`config.mk`:
```
export PLATFORM = sky130hd
export DESIGN_NAME = bus_arbiter
export DESIGN_NICKNAME = d
export VERILOG_FILES = /design/src/rtl/bus_arbiter.sv
export SDC_FILE = /design/constraint.sdc
export NUM_CORES = 1
export LEC_CHECK = 0
export ABC_AREA = 0
export BUFFER_PORTS_ARGS = -buffer_cell sky130_fd_sc_hd__buf_2
export CORE_AREA = 2 2 39 41
export DETAILED_ROUTE_END_ITERATION = 12
export DIE_AREA = 0 0 41 43
export PLACE_DENSITY = 0.43
export REMOVE_ABC_BUFFERS = 1
export SETUP_SLACK_MARGIN = 0.5
export SYNTH_ARGS = -nofsm -noshare
export SYNTH_HDL_FRONTEND = slang
export SYNTH_SLANG_ARGS = --single-unit
```
`constraint.sdc`:
```
create_clock -name clk -period 1.6 [get_ports clk]
set_input_delay 0.32 -clock clk [delete_from_list [all_inputs] [get_ports clk]]
set_output_delay 0.32 -clock clk [all_outputs]
set_load 0.01 [all_outputs]
```
`src/rtl/bus_arbiter.sv`:
```
// Two-master bus arbiter: non-preemptive grants with round-robin tie-break.
// Outputs decode from registered state only, so there is no path from the requests.
module bus_arbiter (
  input  logic clk,
  input  logic rstn,
  input  logic breq1,
  input  logic breq2,
  output logic bgrant1,
  output logic bgrant2,
  output logic msel,
  output logic bbusy
);

  typedef enum logic [1:0] {
    IDLE = 2'd0,
    GNT1 = 2'd1,
    GNT2 = 2'd2
  } state_t;

  state_t state;
  state_t state_nxt;
  // Last-served master: 0 = master 1, 1 = master 2. This is also the mux select,
  // which therefore holds its value through IDLE.
  logic   last;

  always_ff @(posedge clk or negedge rstn) begin
    if (!rstn) begin
      state <= IDLE;
      last  <= 1'b0;
    end else begin
      state <= state_nxt;
      if (state_nxt == GNT1)
        last <= 1'b0;
      else if (state_nxt == GNT2)
        last <= 1'b1;
    end
  end

  always_comb begin
    state_nxt = state;
    case (state)
      IDLE: begin
        if (breq1 && breq2)
          state_nxt = last ? GNT1 : GNT2;
        else if (breq1)
          state_nxt = GNT1;
        else if (breq2)
          state_nxt = GNT2;
      end
      GNT1: begin
        if (!breq1)
          state_nxt = breq2 ? GNT2 : IDLE;
      end
      GNT2: begin
        if (!breq2)
          state_nxt = breq1 ? GNT1 : IDLE;
      end
      default: state_nxt = IDLE;
    endcase
  end

  always_comb begin
    bgrant1 = (state == GNT1);
    bgrant2 = (state == GNT2);
    bbusy   = (state != IDLE);
    msel    = last;
  end

endmodule

```
Yosys cells after proc, flatten, opt, wreduce, memory -nomap -nowiden

Index checks and enable logic that the tools add are counted.

Add/subtract/negate cells: 0
Multiply operators: 0
Divide/modulo/power cells: 0
Order comparisons: 0
Eq/ne operators: 4
Shift-type cells: 0
Muxes and demuxes: 11
Bitwise logic cells: 0
Reduce and logical (&&, ||, !) cells: 4

Operators by type and width:

| operator                                                               | number |
|---|---|
| 2-bit two-way mux                                                      | 7 |
| 2-bit case mux with 3 select lines                                     | 1 |
| 2-bit by 1-bit equality test with 1-bit output (second input constant) | 2 |
| 2-bit equality test (second input constant)                            | 2 |
| 2-bit nonzero test                                                     | 2 |
| 1-bit two-way mux                                                      | 3 |
| 2-bit zero test                                                        | 1 |
| 1-bit logical AND                                                      | 1 |

Flip-flop bits (word level): 3
Bits in latches: 0
RAM bits: 0
ROM bits: 0
Bits of input ports: 4
Output and inout bits: 4
Memories: 0

Longest topological paths before layout

Gate-level depths: netlist of run 1.

Depth in word-level cells: 7
Depth in mapped cells: 4
Gate-level depth less buffers: 4

Least setup slack after synthesis of run 1

OpenSTA, ideal clock, no wires.

Path type: register -> register
Start: register last, in the netlist msel
End: register last, in the netlist msel
Setup time: 0.123 ns
Arrival: 1.163 ns
Required time: 1.477 ns
Setup slack: 0.315 ns
Stages on the path, launching flop included: 5
Path through: dfrtp_1 o21ba_1 o21a_1 ha_1 mux2i_1

Word-level cells in the longest chain between the ends: 5
Elaborated cells between the ends (all ways): 7
Those cells by class: 2 x eq/ne; 4 x mux; 1 x reduce/logical

RTL lines:

| element                                                                               | RTL line | source |
|---|---|---|
| start, declared                                                                       | 24       | `logic last;` |
| start signal, assigned                                                                | 29       | `last <= 1'b0;` |
| start signal, assigned                                                                | 33       | `last <= 1'b0;` |
| start signal, assigned                                                                | 35       | `last <= 1'b1;` |
| 2-bit two-way mux *                                                                   | 44       | `state_nxt = last ? GNT1 : GNT2;` |
| 2-bit two-way mux *                                                                   | 43       | `if (breq1 && breq2)` |
| 2-bit case mux with 3 select lines *                                                  | 41       | `case (state)` |
| via state_nxt[0]                                                                      | 21       | `state_t state_nxt;` |
| 2-bit by 1-bit equality test with 1-bit output or 2-bit equality test (tied branches) | 32, 34   |  |
| 1-bit two-way mux or 2-bit nonzero test (tied branches)                               | -        |  |

The timed path passes the listed nets; every way through them passes the cells marked *.
A chain may end at the register's enable or synchronous reset.

Final worst setup path of run 1

Start: register state[1]
End: output bbusy

Word-level cells in the longest chain between the ends: 1

RTL lines:

| element                | RTL line | source |
|---|---|---|
| start, declared        | 20       | `state_t state;` |
| start signal, assigned | 31       | `state <= state_nxt;` |
| 2-bit nonzero test     | 65       | `bbusy = (state != IDLE);` |
| end, declared          | 11       | `output logic bbusy` |

Every way passes these cells.

==> summary.md, run 1 <==
| Metric | Value |
|---|---|
| Outcome | `complete, no violations` |
| CP Launch Type | `register` |
| FP Rows | `14` |
| Final core occ | `19.71%` |
| Worst-path clk slew | `0.04 ns` |
| Worst rel slew slack | `88.97%` |
| Clock power share | `32.1%` |
| Crit. End Element | `primary output` |
| Htree depth | `1` |
| Distinct cells, synth | `13` |
| Drt total wl | `372 µm` |
| Worst EP required | `1.28 ns` |
| Remaining DRCs | `0` |
| Power Total | `405.7 µW` |
| Net Sw Power | `131.5 µW` |
| First-pass GRT wire length | `614 µm` |
| Core area | `1384 µm²` |
| # placed instances | `40` |
| Filler cells | `151` |
| Fmax | `751.5 MHz` |
| Most common cell after layout, fill and taps aside | `buf_2` |
| Final layout net count | `35` |
| Setup_tns | `0 ns` |
| Placer Congestion | `0.5455` |
| Largest net degree at the start of global routing | `7` |
| TritonCTS Buffers | `3` |
| Worst Tran Pin Value | `0.1648 ns` |
| ANT nets after route | `0` |
| RSZ-0062 raised after global routing | `yes` |
| Period utilization | `83.17%` |
| # clock sinks | `3` |
| Die X | `41 µm` |
| Critical path's largest stage delay | `0.42 ns` |
| Combinational Power Share | `35.8%` |
| Full die area | `1763 µm²` |
| Pwr/cell area | `1487 nW/µm²` |
| WL per Instance | `8.267 µm` |
| Post-DP HPWL | `290.9 µm` |
| Reg-to-reg startpoint | `state[0]` |
| Postcts setup bufs | `0` |
| Router iterations before antenna repair | `2` |
| I/O Buffers | `7` |
| Min-Delay Path Class | `in2reg` |
| Hold Startpoint | `breq1` |
| Reg-to-reg slack, setup | `0.29 ns` |
| CP max FO | `6` |
| Max-slew violation total from the final report | `0` |
| Fin crit period | `1.331 ns` |
| CP cell instances | `or2_1 > buf_2` |
| Sw Ratio | `32.42%` |
| First DRT Iteration DRCs | `1` |
| Via-to-Cell Ratio | `3.489` |
| Worst hold path stage count | `2` |
| Total track usage | `6.024%` |
| Fin. Hold Viols | `0` |
| CP startpoint | `state[1]` |
| Reg2Reg Depth | `4` |
| Leak pwr | `0.0001392 µW` |
| Layout area overhead | `52.45%` |
| Sequential share of power | `32.1%` |
| Initial Util | `12.93%` |
| Synth warnings | `0` |
| Sequential fraction of the synthesis area | `41.96%` |
| Worst Skew | `0.00009141 ns` |
| CTS tree | `built` |
| N_diodes | `0` |
| WP data arrival | `1.01 ns` |
| Initial antenna violation count | `0` |
| Placed cell area | `234.0 µm²` |
| Mean Syn Cell Area | `10.52 µm²` |
| VDD IR max | `0.0004717 V` |
| Final instance area | `272.8 µm²` |
| Worst Setup Path Type | `reg2out` |
| Setup violations, final | `0` |
| Non-filler cells, final | `45` |
| Via count | `157` |
| Commonest cells after routing, fill and taps aside | `7 x buf_2, 3 x nor2b_1, 3 x clkbuf_4, 2 x dfrtp_2` |
| Grt total ovfl | `0` |
| Syn Std Cell Area | `178.9 µm²` |
| Number of global-route vias before repair | `144` |
| Worst-Skew Late Latency | `0.23 ns` |
| Cells after Synth | `17` |
| Int Pwr | `274.1 µW` |
| Die height | `43 µm` |
| CP max-delay cell | `dfrtp_2` |
| #FFs+latches synth | `3` |
| I/O pin count | `8` |
| Root Buffer | `clkbuf_4` |
| Max-cap violations | `0` |
| Share of post-route cells with drive strength above 1 | `44.83%` |
| Clock buffer depth | `2` |
==> layout make-up <==
type / instances / area (µm²) / area share (%)
multi-input cells: 13 / 100.1 / 36.70
well taps: 16 / 20.02 / 7.339
inverters: 1 / 3.754 / 1.376
flip-flops and latches: 3 / 77.57 / 28.44
clock buffers: 4 / 26.28 / 9.633
repair buffers: 8 / 45.04 / 16.51
==> logic make-up after synthesis <==
family                   count (synthesis)  synth area share, %
multiplexers                             1                5.595
buffers and inverters                    1                2.096
AO/OA/AOI/OAI                            4                16.78
flip-flops                               3                41.96
AND/OR/NAND/NOR                          7                26.58
adder cells (fa/ha/maj)                  1                6.992
==> worst max-delay path, delay by kind of cell (launching register included) <==
kind	cells	cell delay, ns
AND/OR/NAND/NOR	1	0.22
flip-flops	1	0.42
buffers and inverters	1	0.14
==> path summary, 6_finish.rpt <==
kind | end
min | state[0]
max in group asynchronous | state[1]
min in group asynchronous | msel
max reg2reg | msel
max | bbusy
min reg2reg | msel
==> power groups by stage <==
stage	Combinational [µW]	Sequential (µW)	Clock, µW
finish	145	130	130
global route	164	138	143
CTS	148	128	140
detailed placement	145	129	0
global placement	141	126	0
floorplan	94.6	127	0
==> metrics by stage <==
stage | hold WS, ns | setup slack [ns]
floorplan | 0.02441 | 0.3146
global placement | 0.1156 | 0.2957
detailed placement | 0.1232 | 0.2601
CTS | 0.3568 | 0.2518
global route | 0.3738 | 0.1741
finish | 0.3627 | 0.2694
==> per-layer routing <==
metal	wire [µm]	global-route usage (%)	vias up
met4	0	6.000	0
met3	59	4.712	0
met5	0	0	-
met1	167	7.717	68
met2	145	5.625	8
li1	-	-	81
==> flip-flops by register name, indices dropped and copies added (netlist names) <==
register / count
msel: 1
state: 2
==> what timing repair did <==
| action | CTS | global route |
|---|---|---|
| hold endpoints to repair | 3 | 0 |
| pin swaps | 2 | 0 |
| gates cloned | 0 | 0 |
| resized for setup | 0 | 2 |
| setup endpoints to repair | 5 | 5 |
| hold buffers | 1 | 0 |
==> cells in the mapped netlist (all sizes together) <==
library cell  number  share of area [%]
nor3b              1                7.0
a21oi              1                2.8
a21o               1                4.2
mux2i              1                5.6
inv                1                2.1
o21ba              1                5.6
or2                1                3.5
nand2b             1                3.5
dfrtp              3                 42
nor2               1                2.1
ha                 1                7.0
o21a               1                4.2
nor2b              3                 10
No activity file was read; power rests on OpenSTA's default activity.
==> inputs of run 2 (changes only) <==
--- a/config.mk
+++ b/config.mk
@@ -5,12 +5,12 @@
 export SDC_FILE = /design/constraint.sdc
 export NUM_CORES = 1
 export LEC_CHECK = 0
-export ABC_AREA = 0
+export ABC_AREA = 1
 export BUFFER_PORTS_ARGS = -buffer_cell sky130_fd_sc_hd__buf_2
 export CORE_AREA = 2 2 39 41
 export DETAILED_ROUTE_END_ITERATION = 12
 export DIE_AREA = 0 0 41 43
-export PLACE_DENSITY = 0.43
+export PLACE_DENSITY = 0.42
 export REMOVE_ABC_BUFFERS = 1
 export SETUP_SLACK_MARGIN = 0.5
 export SYNTH_ARGS = -nofsm -noshare
==> constraint.sdc (replaced) <==
create_clock -name clk -period 1.4 [get_ports clk]
set_input_delay 0.28 -clock clk [delete_from_list [all_inputs] [get_ports clk]]
set_output_delay 0.28 -clock clk [all_outputs]
set_load 0.01 [all_outputs]
==> run 2 against run 1 <==
Hold slack got worse by 0.051 ns. Sequential power rose by 9%. Core utilization rose by 0.90 points. Count of clock-buffer cells in the layout did not move. Die area did not move. Non-clock buffer count rose by 2. Sequential share of layout area fell by 2.1 points. Synthesized cell count rose by 29%. Flip-flop and latch count did not move. Register-to-register slack got worse by 0.08 ns. Critical path type is now reg2reg.
==> summary.md, run 2 <==
| Metric | Value |
|---|---|
| CP max-delay cell | `dfrtp_1` |
| CP Launch Type | `register` |
| Sequential fraction of the synthesis area | `44.44%` |
| Placer Congestion | `0.6170` |
| First-pass GRT wire length | `586 µm` |
| Initial antenna violation count | `0` |
| Remaining DRCs | `0` |
| Pwr/cell area | `1818 nW/µm²` |
| Number of global-route vias before repair | `157` |
| Post-synth top area share | `44.44%` |
| Core area | `1384 µm²` |
| Min-Delay Path Class | `in2reg` |
| Synth warnings | `0` |
| Die height | `43 µm` |
| Largest net degree at the start of global routing | `6` |
| N_diodes | `0` |
| Router iterations before antenna repair | `1` |
| Max-cap violations | `0` |
| Worst rel slew slack | `90.53%` |
| Commonest cells after routing, fill and taps aside | `7 x buf_2, 5 x nand2_1, 3 x nand2_2, 3 x clkbuf_4, 3 x dfrtp_1` |
| Worst-Skew Late Latency | `0.23 ns` |
| Post-synth top cells | `6 x nand2_1, 3 x dfrtp_1` |
| Worst Skew | `0.0004341 ns` |
| Largest register FFs | `2` |
| Mean Syn Cell Area | `7.678 µm²` |
| Worst Tran Pin Value | `0.1410 ns` |
| Filler cells | `169` |
| #FFs+latches synth | `3` |
| Final layout net count | `42` |
| CP cell instances | `inv_2 > nand2_1 > a21oi_2 > ha_1 > nand2_1 > o21ai_1` |
| Share of post-route cells with drive strength above 1 | `52.78%` |
| Die X | `41 µm` |
| Most common cell after layout, fill and taps aside | `buf_2` |
| Via-to-Cell Ratio | `3.346` |
| Ys async rst share | `100.0%` |
| Htree depth | `1` |
| Setup violations, final | `0` |
| Initial Util | `12.21%` |
| # placed instances | `45` |
| Layout area overhead | `68.89%` |
| Area contributors post-synth | `dfrtp_1 44%, nand2_1 13%, ha_1 7.4%` |
| FF+latch area | `75.07 µm²` |
| Leak pwr | `0.0001554 µW` |
| Fmax | `841.4 MHz` |
| I/O pin count | `8` |
| ANT nets after route | `0` |
| Total track usage | `5.628%` |
| WP data arrival | `1.30 ns` |
| Max-slew violation total from the final report | `0` |
| Grt total ovfl | `0` |
| Critical path's largest stage delay | `0.39 ns` |
| CP max FO | `4` |
| FP Rows | `14` |
| Ys flop type | `dfrtp_1` |
| Worst EP required | `1.51 ns` |
| Cells after Synth | `22` |
| # clock sinks | `3` |
| Largest area contributor in the netlist | `dfrtp_1` |
| Root Buffer | `clkbuf_4` |
| Period utilization | `84.89%` |
| Full die area | `1763 µm²` |
| Worst Setup Path Type | `reg2reg` |
| Post-synth EDFFs | `0` |
| Fin crit period | `1.188 ns` |
| Worst path most repeated cell | `nand2_1` |
| Reg with most FFs | `state` |
| Non-filler cells, final | `52` |
| Crit. End Element | `register` |
| Reg-to-reg slack, setup | `0.21 ns` |
| RSZ-0062 raised after global routing | `yes` |
| Fin. Hold Viols | `0` |
| Clock buffer depth | `2` |
| WL per Instance | `7.558 µm` |
| First DRT Iteration DRCs | `0` |
| Multi-input logic area | `85.08 µm²` |
| Distinct cells, synth | `10` |
| Worst-path clk slew | `0.03 ns` |
| I/O Buffers | `7` |
| Post-DP HPWL | `308 µm` |
| Setup_tns | `0 ns` |
| VDD IR max | `0.0004678 V` |
| TritonCTS Buffers | `3` |
| Via count | `174` |
| Syn Std Cell Area | `168.9 µm²` |
| Outcome | `complete, no violations` |
| Drt total wl | `393 µm` |
| Top-count cell post-synth | `nand2_1` |
| CTS tree | `built` |
[run 2: stage by stage]
stage	power [µW]	hold WS (ns)	worst slack (ns)	cell area (µm²)	util [%]
after floorplan	254.3	-0.01559	0.1983	168.9	-
after global placement	313.3	0.07906	0.1293	224.0	16.18
after detailed placement	316.2	0.08338	0.1316	224.0	16.18
after CTS	482.5	0.3021	0.1609	260.3	18.81
after global routing	562.9	0.3191	0.1547	285.3	20.61
final	518.7	0.3120	0.2115	285.3	20.61
[run 2: metal layers]
metal | global-route usage, % | vias to the layer above | part of all wire [%]
li1 | - | 96 | -
met1 | 5.484 | 73 | 44
met2 | 6.563 | 5 | 47
met3 | 4.712 | 0 | 8.9
met4 | 6.000 | 0 | 0
met5 | 0 | - | 0
[run 2: worst paths after layout]
check / start / to / cells after the start
min in group asynchronous: rstn / state[0] / 2
worst min-delay path: breq2 / state[1] / 3
worst min register to register: state[1] / state[1] / 3
worst max register to register: state[0] / msel / 6
worst max-delay path: state[0] / msel / 6
max in group asynchronous: rstn / msel / 2
[run 2: final cells by class]
class | count | share of cell area [%]
inverters | 4 | 5.263
multi-input cells | 15 | 29.82
repair buffers | 10 | 22.37
well taps | 16 | 7.018
flip-flops and latches | 3 | 26.32
clock buffers | 4 | 9.211
[run 2: power by group]
group / internal [µW] / total, µW / switching, µW
logic: 111 / 230 / 118
registers: 115 / 142 / 26.5
clock network: 106 / 147 / 40.6
[run 2: what timing repair did]
item | CTS | global route
buffers inserted | 0 | 2
setup endpoints to repair | 5 | 5
endpoints found under the hold margin | 3 | 0
hold buffers | 1 | 0
gates resized for setup | 2 | 3
pin swaps | 5 | 2
[run 2: logic make-up (layout without fill, tap and decap cells)]
kind of cell	count (synthesis)	after routing	share of synthesized area [%]
simple gates	10	10	25.18
compound gates	4	4	14.07
buf+inv	4	18	8.892
flops	3	3	44.44
fa+ha+maj	1	1	7.406
[run 2: critical path: cells and delay by family, from the launching register on]
kind	cells	cell delay, ns
flops	1	0.39
fa+ha+maj	1	0.25
compound gates	2	0.22
simple gates	2	0.12
buf+inv	1	0.09
